File: src/rtl/uart_rx_fifo_ctrl.sv
// ---------------------------------------------------------------------------
// uart_rx_fifo_ctrl
//
// Receive-side sequencer for a UART. A completed frame from the receiver is
// announced by the rx_wr_req level (possibly asynchronous to clk). That level
// is synchronised and edge detected, and then a small capture FSM does three
// things: it registers the frame, computes the parity error and pulses
// rx_fe_clr, and it pushes {fe, pe, data} into an internal FIFO that the bus
// side pops. The block also keeps a sticky overrun flag, a sticky receive
// timeout flag and a registered interrupt output.
//
// Ports:
//   clk, reset      system clock, asynchronous active-high reset
//   rx_wr_req       frame-done level from the receiver (async)
//   rx_data[8:0]    [7:0] data, [8] raw parity bit
//   rx_fe           receiver framing-error flag
//   rx_fe_clr       one-cycle pulse that clears the receiver FE flag
//   parity_mode     00 none, 01 even, 10 odd, 11 mark
//   word_size       0 = 7-bit word, 1 = 8-bit word
//   brd_tick        one-clk pulse per bit period
//   rd_req          bus pop request (single cycle)
//   rd_valid        pulse one cycle after an accepted pop
//   rd_data[9:0]    {fe, pe, data[7:0]}; holds until the next pop
//   irq_level       level interrupt threshold, 0 disables it
//   clr_ov          clears the overrun flag
//   empty, full     FIFO status
//   count           current occupancy, 0..DEPTH
//   overrun         sticky, a word was dropped
//   timeout         sticky receive timeout
//   irq             registered (level | overrun | timeout)
//   dbg_state       capture FSM state (0 idle, 1 capture, 2 push)
//
// Handshake: a pop is accepted on a rising clk edge where rd_req=1 and
// empty=0; rd_valid/rd_data reflect it from the following cycle. rd_req while
// empty has no effect.
// ---------------------------------------------------------------------------
module uart_rx_fifo_ctrl #(
    parameter int DEPTH         = 16,
    parameter int AW            = 4,
    parameter int TIMEOUT_TICKS = 32
) (
    input  logic          clk,
    input  logic          reset,
    input  logic          rx_wr_req,
    input  logic [8:0]    rx_data,
    input  logic          rx_fe,
    output logic          rx_fe_clr,
    input  logic [1:0]    parity_mode,
    input  logic          word_size,
    input  logic          brd_tick,
    input  logic          rd_req,
    output logic          rd_valid,
    output logic [9:0]    rd_data,
    input  logic [AW:0]   irq_level,
    input  logic          clr_ov,
    output logic          empty,
    output logic          full,
    output logic [AW:0]   count,
    output logic          overrun,
    output logic          timeout,
    output logic          irq,
    output logic [1:0]    dbg_state
);

    localparam int            TW       = $clog2(TIMEOUT_TICKS + 1);
    localparam logic [TW-1:0] TO_MAX   = TW'(TIMEOUT_TICKS);
    localparam logic [AW:0]   DEPTH_C  = (AW + 1)'(DEPTH);

    typedef enum logic [1:0] {
        S_IDLE    = 2'd0,
        S_CAPTURE = 2'd1,
        S_PUSH    = 2'd2
    } state_t;

    // -----------------------------------------------------------------------
    // Registers
    // -----------------------------------------------------------------------
    logic          sync1_q, sync2_q, prev_q;
    logic          pend_q, pend_d;
    state_t        state_q, state_d;
    logic [7:0]    cap_data_q, cap_data_d;
    logic          cap_fe_q, cap_fe_d;
    logic          cap_pe_q, cap_pe_d;
    logic [AW-1:0] wr_ptr_q, wr_ptr_d;
    logic [AW-1:0] rd_ptr_q, rd_ptr_d;
    logic [AW:0]   count_q, count_d;
    logic [9:0]    rd_data_q, rd_data_d;
    logic          rd_valid_q, rd_valid_d;
    logic          ov_q, ov_d;
    logic          to_q, to_d;
    logic [TW-1:0] tcnt_q, tcnt_d;
    logic          irq_q, irq_d;

    logic [9:0]    mem [DEPTH];

    // -----------------------------------------------------------------------
    // Combinational signals
    // -----------------------------------------------------------------------
    logic          rx_edge;
    logic          cap_en;
    logic          fe_clr;
    logic          push_slot;
    logic          empty_w, full_w;
    logic          pop_ok;
    logic          wr_en;
    logic          drop;
    logic [7:0]    par_d;
    logic          par_pe;
    logic          level_hit;

    assign rx_edge = sync2_q & ~prev_q;
    assign empty_w = (count_q == '0);
    assign full_w  = (count_q == DEPTH_C);
    assign pop_ok  = rd_req & ~empty_w;

    // A full FIFO can still take the word when a pop retires an entry on the
    // same edge: the freed slot is the one being written.
    assign wr_en   = push_slot & (~full_w | pop_ok);
    assign drop    = push_slot & full_w & ~pop_ok;

    // -----------------------------------------------------------------------
    // Synchroniser and edge register
    // -----------------------------------------------------------------------
    always_ff @(posedge clk or posedge reset) begin
        if (reset) begin
            sync1_q <= 1'b0;
            sync2_q <= 1'b0;
            prev_q  <= 1'b0;
        end else begin
            sync1_q <= rx_wr_req;
            sync2_q <= sync1_q;
            prev_q  <= sync2_q;
        end
    end

    // -----------------------------------------------------------------------
    // Capture FSM: state register
    // -----------------------------------------------------------------------
    always_ff @(posedge clk or posedge reset) begin
        if (reset) begin
            state_q <= S_IDLE;
            pend_q  <= 1'b0;
        end else begin
            state_q <= state_d;
            pend_q  <= pend_d;
        end
    end

    // Capture FSM: next state and per-state controls. An edge seen while
    // busy is remembered in pend_q and consumed on the next pass through
    // S_IDLE, so back-to-back frames are not lost.
    always_comb begin
        state_d   = state_q;
        pend_d    = pend_q;
        cap_en    = 1'b0;
        fe_clr    = 1'b0;
        push_slot = 1'b0;
        case (state_q)
            S_IDLE: begin
                pend_d = 1'b0;
                if (rx_edge || pend_q) begin
                    state_d = S_CAPTURE;
                end
            end
            S_CAPTURE: begin
                pend_d  = pend_q | rx_edge;
                cap_en  = 1'b1;
                fe_clr  = 1'b1;
                state_d = S_PUSH;
            end
            S_PUSH: begin
                pend_d    = pend_q | rx_edge;
                push_slot = 1'b1;
                state_d   = S_IDLE;
            end
            default: begin
                state_d = S_IDLE;
            end
        endcase
    end

    // -----------------------------------------------------------------------
    // Parity check and capture registers. In 7-bit mode bit 7 is not part of
    // the word, so it is zeroed both for the parity sum and for storage.
    // -----------------------------------------------------------------------
    always_comb begin
        par_d  = word_size ? rx_data[7:0] : {1'b0, rx_data[6:0]};
        par_pe = 1'b0;
        case (parity_mode)
            2'b00:   par_pe = 1'b0;
            2'b01:   par_pe = (^par_d) ^ rx_data[8];
            2'b10:   par_pe = ~((^par_d) ^ rx_data[8]);
            default: par_pe = ~rx_data[8];
        endcase
    end

    always_comb begin
        cap_data_d = cap_data_q;
        cap_fe_d   = cap_fe_q;
        cap_pe_d   = cap_pe_q;
        if (cap_en) begin
            cap_data_d = par_d;
            cap_fe_d   = rx_fe;
            cap_pe_d   = par_pe;
        end
    end

    always_ff @(posedge clk or posedge reset) begin
        if (reset) begin
            cap_data_q <= '0;
            cap_fe_q   <= 1'b0;
            cap_pe_q   <= 1'b0;
        end else begin
            cap_data_q <= cap_data_d;
            cap_fe_q   <= cap_fe_d;
            cap_pe_q   <= cap_pe_d;
        end
    end

    // -----------------------------------------------------------------------
    // FIFO storage (no reset needed: only entries below count are read)
    // -----------------------------------------------------------------------
    always_ff @(posedge clk) begin
        if (wr_en) begin
            mem[wr_ptr_q] <= {cap_fe_q, cap_pe_q, cap_data_q};
        end
    end

    // -----------------------------------------------------------------------
    // Pointers, occupancy and read port
    // -----------------------------------------------------------------------
    always_comb begin
        wr_ptr_d   = wr_ptr_q;
        rd_ptr_d   = rd_ptr_q;
        count_d    = count_q;
        rd_data_d  = rd_data_q;
        rd_valid_d = pop_ok;
        if (wr_en) begin
            wr_ptr_d = wr_ptr_q + 1'b1;
        end
        if (pop_ok) begin
            rd_ptr_d  = rd_ptr_q + 1'b1;
            rd_data_d = mem[rd_ptr_q];
        end
        case ({wr_en, pop_ok})
            2'b10:   count_d = count_q + 1'b1;
            2'b01:   count_d = count_q - 1'b1;
            default: count_d = count_q;
        endcase
    end

    always_ff @(posedge clk or posedge reset) begin
        if (reset) begin
            wr_ptr_q   <= '0;
            rd_ptr_q   <= '0;
            count_q    <= '0;
            rd_data_q  <= '0;
            rd_valid_q <= 1'b0;
        end else begin
            wr_ptr_q   <= wr_ptr_d;
            rd_ptr_q   <= rd_ptr_d;
            count_q    <= count_d;
            rd_data_q  <= rd_data_d;
            rd_valid_q <= rd_valid_d;
        end
    end

    // -----------------------------------------------------------------------
    // Overrun, timeout and interrupt
    // -----------------------------------------------------------------------
    assign level_hit = (irq_level != '0) && (count_q >= irq_level);

    always_comb begin
        // A drop on the same edge as clr_ov must leave the flag set.
        ov_d = ov_q;
        if (drop) begin
            ov_d = 1'b1;
        end else if (clr_ov) begin
            ov_d = 1'b0;
        end

        tcnt_d = tcnt_q;
        if (wr_en || pop_ok || empty_w) begin
            tcnt_d = '0;
        end else if (brd_tick && (tcnt_q != TO_MAX)) begin
            tcnt_d = tcnt_q + 1'b1;
        end

        to_d = to_q;
        if (pop_ok || empty_w) begin
            to_d = 1'b0;
        end else if (tcnt_d == TO_MAX) begin
            to_d = 1'b1;
        end

        irq_d = level_hit | ov_q | to_q;
    end

    always_ff @(posedge clk or posedge reset) begin
        if (reset) begin
            ov_q   <= 1'b0;
            to_q   <= 1'b0;
            tcnt_q <= '0;
            irq_q  <= 1'b0;
        end else begin
            ov_q   <= ov_d;
            to_q   <= to_d;
            tcnt_q <= tcnt_d;
            irq_q  <= irq_d;
        end
    end

    // -----------------------------------------------------------------------
    // Outputs
    // -----------------------------------------------------------------------
    assign rx_fe_clr = fe_clr;
    assign rd_valid  = rd_valid_q;
    assign rd_data   = rd_data_q;
    assign empty     = empty_w;
    assign full      = full_w;
    assign count     = count_q;
    assign overrun   = ov_q;
    assign timeout   = to_q;
    assign irq       = irq_q;
    assign dbg_state = state_q;

endmodule

File: config.mk
export PLATFORM = sky130hd
export DESIGN_NAME = uart_rx_fifo_ctrl
export DESIGN_NICKNAME = d
export VERILOG_FILES = /design/src/rtl/uart_rx_fifo_ctrl.sv
export SDC_FILE = /design/constraint.sdc
export NUM_CORES = 1
export LEC_CHECK = 0
export CORE_ASPECT_RATIO = 1.1
export CORE_MARGIN = 4
export CORE_UTILIZATION = 45
export CTS_BUF_LIST = sky130_fd_sc_hd__clkbuf_16
export DETAILED_ROUTE_END_ITERATION = 12
export GPL_TIMING_DRIVEN = 0
export PLACE_DENSITY = 0.61
export SETUP_SLACK_MARGIN = 0.2
export SLEW_MARGIN = 25
export SYNTH_ARGS = -nofsm -noshare
export SYNTH_HDL_FRONTEND = slang
export SYNTH_SLANG_ARGS = --single-unit
File: constraint.sdc
create_clock -name clk -period 8.62 [get_ports clk]
set_input_delay 0.862 -clock clk [delete_from_list [all_inputs] [get_ports clk]]
set_output_delay 0.862 -clock clk [all_outputs]
set_load 0.005 [all_outputs]
==> flow_summary.toml, run 1 <==
[pwr]
total_power_mw = 3.352
power_density_nw_per_um2 = 332.5
leakage_nw = 3.654
ir_drop_mv = 0.1551

[die]
placeableCoreArea_um2 = 18610
num_rows = 52
start_util = 0.4637
die_area_um2 = 21460
dieWidth_um = 140.0
pin_count = 48
die_h_um = 153.2

[synth]
synth_cell_types = 45
ys.flop_type = "edfxtp_1"
yosysWarnings = 0
async_reset_ff_frac = 0.2344
synth_seq_cells = 209
syn_area_um2 = 8628
syn_nets = 535
synth_edf_count = 160
synth.yosys.seq_area_share = 0.6990
syn_area_per_cell_um2 = 17.61
netlist_instances = 490

[setup_path]
slowest_delay_ns = 0.58
rrSetupSlack_ns = 5.40
critical_path_class = "input pin to flip-flop"
cp_max_fo = 9
critPathCaptureType = "flip-flop"
cp_num_cells = 13
worstPathArrival_ns = 3.68
crit_family = "buffers and inverters"
r2r_cells = 15
cp_data_required_time_ns = 9.03
cp_cell_sequence = "clkdlybuf4s50_1 > o21a_1 > clkbuf_1 > inv_1 > ha_1 > clkbuf_1 > xor2_1 > ha_1 > inv_1 > o21ai_0 > a21oi_1 > o21ai_0 > xnor2_1"
cp-start-kind = "input pin"
r2r-start = "count[1]"
cp-startpoint = "rd_req"
reg2reg_to = "count[4]"
crit_end = "count[4]"
cpMaxStageDelayCell = "clkdlybuf4s50_1"
cp.buffers_inverters = 5

[layout]
fin_area_um2 = 10080
syn_to_final_growth_pct = 16.85
layout.nets = 609
fillers = 1497
layout-drive-gt1-share = 0.1848
diodes = 0

[grt]
grt_max_degree = 50
antenna_found_initial = 0
overflow = 0
grt_pass1_vias = 4731
grt_usage = 0.1635
grt_pass1_wl_um = 27130

[sta]
max_slew_margin = 0.3233
slew_viol_final = 0
tns_ns = 0
final-setup-viol-count = 0
fin_skew_ns = 0.02467
tightest_slew_ns = 1.011
fmax_mhz = 305.6
period_minus_slack_ns = 3.272
setup_slack_ns = 5.348
rsz0062_at_grt = "false"
post-route-period-util = 0.3796
finalHoldViolations = 0
whs_ns = 0.3632

[placement]
dp_hpwl_um = 11620
gp_congestion = 0.7965
post-place-ws_ns = 4.851
place_area_um2 = 9455
portBuffers = 47

[drt]
via_per_inst = 5.410
drtIter0Drc = 326
vias = 4447
finalWirelength_um = 17290
ant_nets = 0
wl_per_cell_um = 21.03
dr.pass1.iters = 4
post-route-drc-count = 0

[run]
maxCapViolCount = 0

[hold_path]
whs_path_depth = 0
hp-class = "flip-flop to flip-flop"

[clock_tree]
cts_hold_buf = 0
path_clk_slew_ns = 0.06
insertion_delay_ns = 0.50
root_buffer = "clkbuf_16"
cts_resized = 0
htreeDepth = 1
cts_num_sinks = 209
numCtsBuffers = 21
clockBufferDepth = 3
post_cts_buffers = 0
tritoncts = "done"

[run_status]
status = "complete, no violations"
[stage by stage]
stage / util / std cells
after CTS: 0.5418 / 822
final: 0.5418 / 822
after global placement: 0.5053 / 780
after detailed placement: 0.5081 / 784
after floorplan: - / 490
after global routing: 0.5418 / 822
[sequential cells by signal (all words and copies together) (netlist names), 2 cells and up]
signal / flops
tcnt_q: 6
wr_ptr_q: 4
dbg_state: 2
mem: 160
rd_data: 10
count: 5
rd_ptr_q: 4
cap_data_q: 8
[cell usage after synthesis, types with 2 or more instances]
| cell type | instances | share of area |
|---|---|---|
| inv_1 | 22 | 0.0096 |
| xnor2_1 | 14 | 0.014 |
| dfrtp_1 | 49 | 0.14 |
| buf_2 | 6 | 0.0035 |
| buf_1 | 3 | 0.0013 |
| nor2_1 | 20 | 0.0087 |
| edfxtp_1 | 160 | 0.56 |
| nor2b_1 | 3 | 0.0022 |
| o21a_1 | 2 | 0.0017 |
| a21o_1 | 12 | 0.010 |
| nand2b_1 | 3 | 0.0022 |
| o21ai_4 | 2 | 0.0038 |
| a21oi_1 | 7 | 0.0041 |
| ha_1 | 21 | 0.030 |
| nor4_1 | 3 | 0.0022 |
| o21ai_0 | 9 | 0.0052 |
| buf_6 | 3 | 0.0039 |
| nand2_1 | 21 | 0.0091 |
| nor3_1 | 6 | 0.0035 |
| o22ai_1 | 11 | 0.0080 |
| xor2_1 | 6 | 0.0061 |
| mux2_2 | 11 | 0.014 |
| nand3_1 | 2 | 0.0012 |
| nand4_1 | 4 | 0.0029 |
| mux2i_1 | 22 | 0.026 |
| clkbuf_1 | 10 | 0.0044 |
| mux4_2 | 40 | 0.10 |
[kinds of logic after synthesis]
group / share of synthesized area
compound gates: 0.04133
xor+xnor: 0.02291
fa+ha+maj: 0.03045
buf+inv: 0.02306
flops: 0.6990
mux: 0.1456
simple gates: 0.03771
[worst min path at each step]
stage	from	end	slack (ns)
after CTS	sync1_q	sync2_q	0.37
after detailed placement	sync1_q	sync2_q	0.36
after floorplan	sync1_q	sync2_q	0.33
final	sync1_q	sync2_q	0.36
after global routing	sync1_q	sync2_q	0.38
after global placement	sync1_q	sync2_q	0.33
[layer usage]
layer,vias up,part of all wire,track usage
met3,31,0.054,0.03250
met5,-,0,0
li1,2041,-,-
met4,0,0.022,0.04707
met2,100,0.49,0.2698
met1,2275,0.43,0.2230
[placed cells by master (no fill, tap or decap), types with 6 or more instances in the layout]
master,n
o21ai_0,9
inv_1,27
edfxtp_1,160
a21oi_1,7
mux2_2,11
o22ai_1,11
a21o_1,12
clkdlybuf4s50_1,47
dfrtp_1,49
nand2_1,21
buf_2,6
xnor2_1,14
clkbuf_16,22
mux2i_1,22
mux4_2,40
nor2_1,20
clkbuf_1,10
xor2_1,6
ha_1,21
[report_power, final]
part	internal (mW)	switching [mW]
registers	1.33	0.198
logic	0.501	0.489
clock network	0.463	0.371
[layout make-up]
cell class	count	area, µm²	area share
sequential	209	6031	0.5982
multi-input combinational	236	2419	0.2399
clock buffer	22	550.5	0.05460
timing repair buffer	51	500.5	0.04964
tap	243	304.0	0.03016
buffer	22	112.6	0.01117
inverter	23	88.84	0.008811
clock inverter	16	76.32	0.007570
No activity file was read; power rests on OpenSTA's default activity.
==> run 2, diff against run 1 <==
- clock period: 8.62 -> 3.35 ns (I/O delays scaled with it)
==> run 2 against run 1 <==
Combinational power increased to 2.6 times the previous value. Worst setup slack worse by 4.9 ns. Total power grew to 2.6 times the previous value. Sequential power rose to 2.6 times the previous value. Critical path type is now flip-flop to flip-flop.
==> flow_summary.toml, run 2 (synthesis gave the netlist of run 1 again) <==
[drt]
ant_nets = 0
drtIter0Drc = 285
dr.pass1.iters = 4
finalWirelength_um = 17340
wl_per_cell_um = 21.07
vias = 4463
via_per_inst = 5.423
post-route-drc-count = 0

[placement]
place_area_um2 = 9455
post-place-ws_ns = 0.1042
dp.cells = 784
gp_congestion = 0.7965
dp_hpwl_um = 11620
portBuffers = 47

[layout]
fillers = 1495
layout.nets = 610
layout_common_cells = "160 x edfxtp_1, 49 x dfrtp_1, 47 x clkdlybuf4s50_1"
fin_util = 0.5428
top_register = "mem"
final_common_cell = "edfxtp_1"
largest_reg_flops = 160
syn_to_final_growth_pct = 17.05
layout-drive-gt1-share = 0.1931
finalNonFillerCells = 823
diodes = 0
fin_area_um2 = 10100

[setup_path]
critical_path_class = "flip-flop to flip-flop"
cp-start-kind = "flip-flop"
critPathCaptureType = "flip-flop"
cpMaxStageDelayCell = "dfrtp_1"
cp_max_fo = 9
cp_cell_sequence = "buf_6 > nor4_1 > nand2_1 > o21a_1 > buf_2 > inv_1 > ha_2 > clkbuf_4 > xor2_1 > ha_2 > inv_1 > o21ai_0 > a21oi_1 > o21ai_1 > xnor2_1"
worstPathArrival_ns = 3.29
cp_data_required_time_ns = 3.76
slowest_delay_ns = 0.40

[die]
start_util = 0.4637
die_area_um2 = 21460
dieWidth_um = 140.0
pin_count = 48
num_rows = 52
placeableCoreArea_um2 = 18610
die_h_um = 153.2

[clock_tree]
htreeDepth = 1
root_buffer = "clkbuf_16"
cts_num_sinks = 209
cts_hold_buf = 0
path_clk_slew_ns = 0.06
numCtsBuffers = 21
tritoncts = "done"
insertion_delay_ns = 0.50
clockBufferDepth = 3

[grt]
grt_usage = 0.1635
grt_pass1_vias = 4731
antenna_found_initial = 0
grt_pass1_wl_um = 27130
grt_max_degree = 50
overflow = 0

[sta]
finalHoldViolations = 0
setup_slack_ns = 0.4715
slew_viol_final = 0
fmax_mhz = 347.4
post-route-period-util = 0.8592
tightest_slew_ns = 1.013
whs_ns = 0.2781
period_minus_slack_ns = 2.878
max_slew_margin = 0.3221
rsz0062_at_grt = "false"
fin_skew_ns = 0.02466
final-setup-viol-count = 0

[pwr]
power_frac_seq = 0.455
power_frac_comb = 0.296
p_sw_mw = 2.727
ir_drop_mv = 0.3992
power_density_nw_per_um2 = 855.5
p_sw_frac = 0.3156
p_clk_frac = 0.249
leakage_nw = 3.663
internal-power_mw = 5.913

[hold_path]
hp-class = "input pin to asynchronous set/reset pin"

[run]
maxCapViolCount = 0

[run_status]
status = "complete, no violations"
==> run 2: cell types whose count changed in the layout (fill, tap and decap cells not counted) <==
cell / before / now
clkbuf_1: 10 / 8
ha_1: 21 / 19
ha_2: 0 / 2
buf_2: 6 / 7
buf_4: 4 / 5
clkbuf_4: 0 / 1
o21ai_0: 9 / 8
o21ai_1: 1 / 2
==> run 2: worst paths after layout <==
kind / from / end / slack [ns] / cells after the start
max: count[1] / count[4] / 0.47 / 15
min: reset / dbg_state[0] / 0.28 / 2
max reg2reg: count[1] / count[4] / 0.47 / 15
min reg2reg: sync1_q / sync2_q / 0.36 / 0
max in group asynchronous: reset / count[0] / 2.60 / 2
min in group clk: rx_wr_req / sync1_q / 0.30 / 1
==> run 2: per-stage QoR <==
stage	total power, mW	setup TNS (ns)
after floorplan	5.512	0
after global placement	6.466	-0.9654
after detailed placement	6.584	0
after CTS	8.742	0
after global routing	9.107	0
final	8.640	0
==> run 2: area by class of cell <==
class / count / area (µm²) / share of cell area
Timing Repair Buffer: 52 / 508.0 / 0.05030
Buffer: 22 / 117.6 / 0.01165
Clock inverter: 16 / 76.32 / 0.007557
Multi-Input combinational cell: 236 / 2424 / 0.2400
Sequential cell: 209 / 6031 / 0.5971
Clock buffer: 22 / 550.5 / 0.05451
Tap cell: 243 / 304.0 / 0.03010
Inverter: 23 / 88.84 / 0.008796
==> run 2: power groups by stage <==
stage	logic [mW]	registers (mW)	clock network, mW
3_5_place_dp	2.58	4.00	0
2_1_floorplan	1.75	3.76	0
4_1_cts	2.60	3.95	2.20
6_report	2.56	3.93	2.15
5_1_grt	2.80	4.00	2.31
3_3_place_gp	2.52	3.95	0
==> run 2: what timing repair did <==
action	4_1_cts	5_1_grt
pin swaps	0	1
gates resized for setup	2	6
setup endpoints to repair	1	1
buffers inserted	0	1
==> run 2: critical path, delay by kind of cell (launching register included) <==
kind | cells | cell delay (ns)
xor gates and xnor gates | 2 | 0.29
buffers and inverters | 5 | 0.68
adders and majority gates | 2 | 0.42
AOI/OAI and AO/OA | 4 | 0.61
and+or+nand+nor | 2 | 0.41
DFF | 1 | 0.40
==> run 2: per-layer routing <==
metal | global-route usage | vias up | part of all wire
met5 | 0 | - | 0
met4 | 0.04707 | 0 | 0.022
met3 | 0.03250 | 31 | 0.054
met2 | 0.2698 | 105 | 0.49
met1 | 0.2230 | 2285 | 0.43
li1 | - | 2042 | -
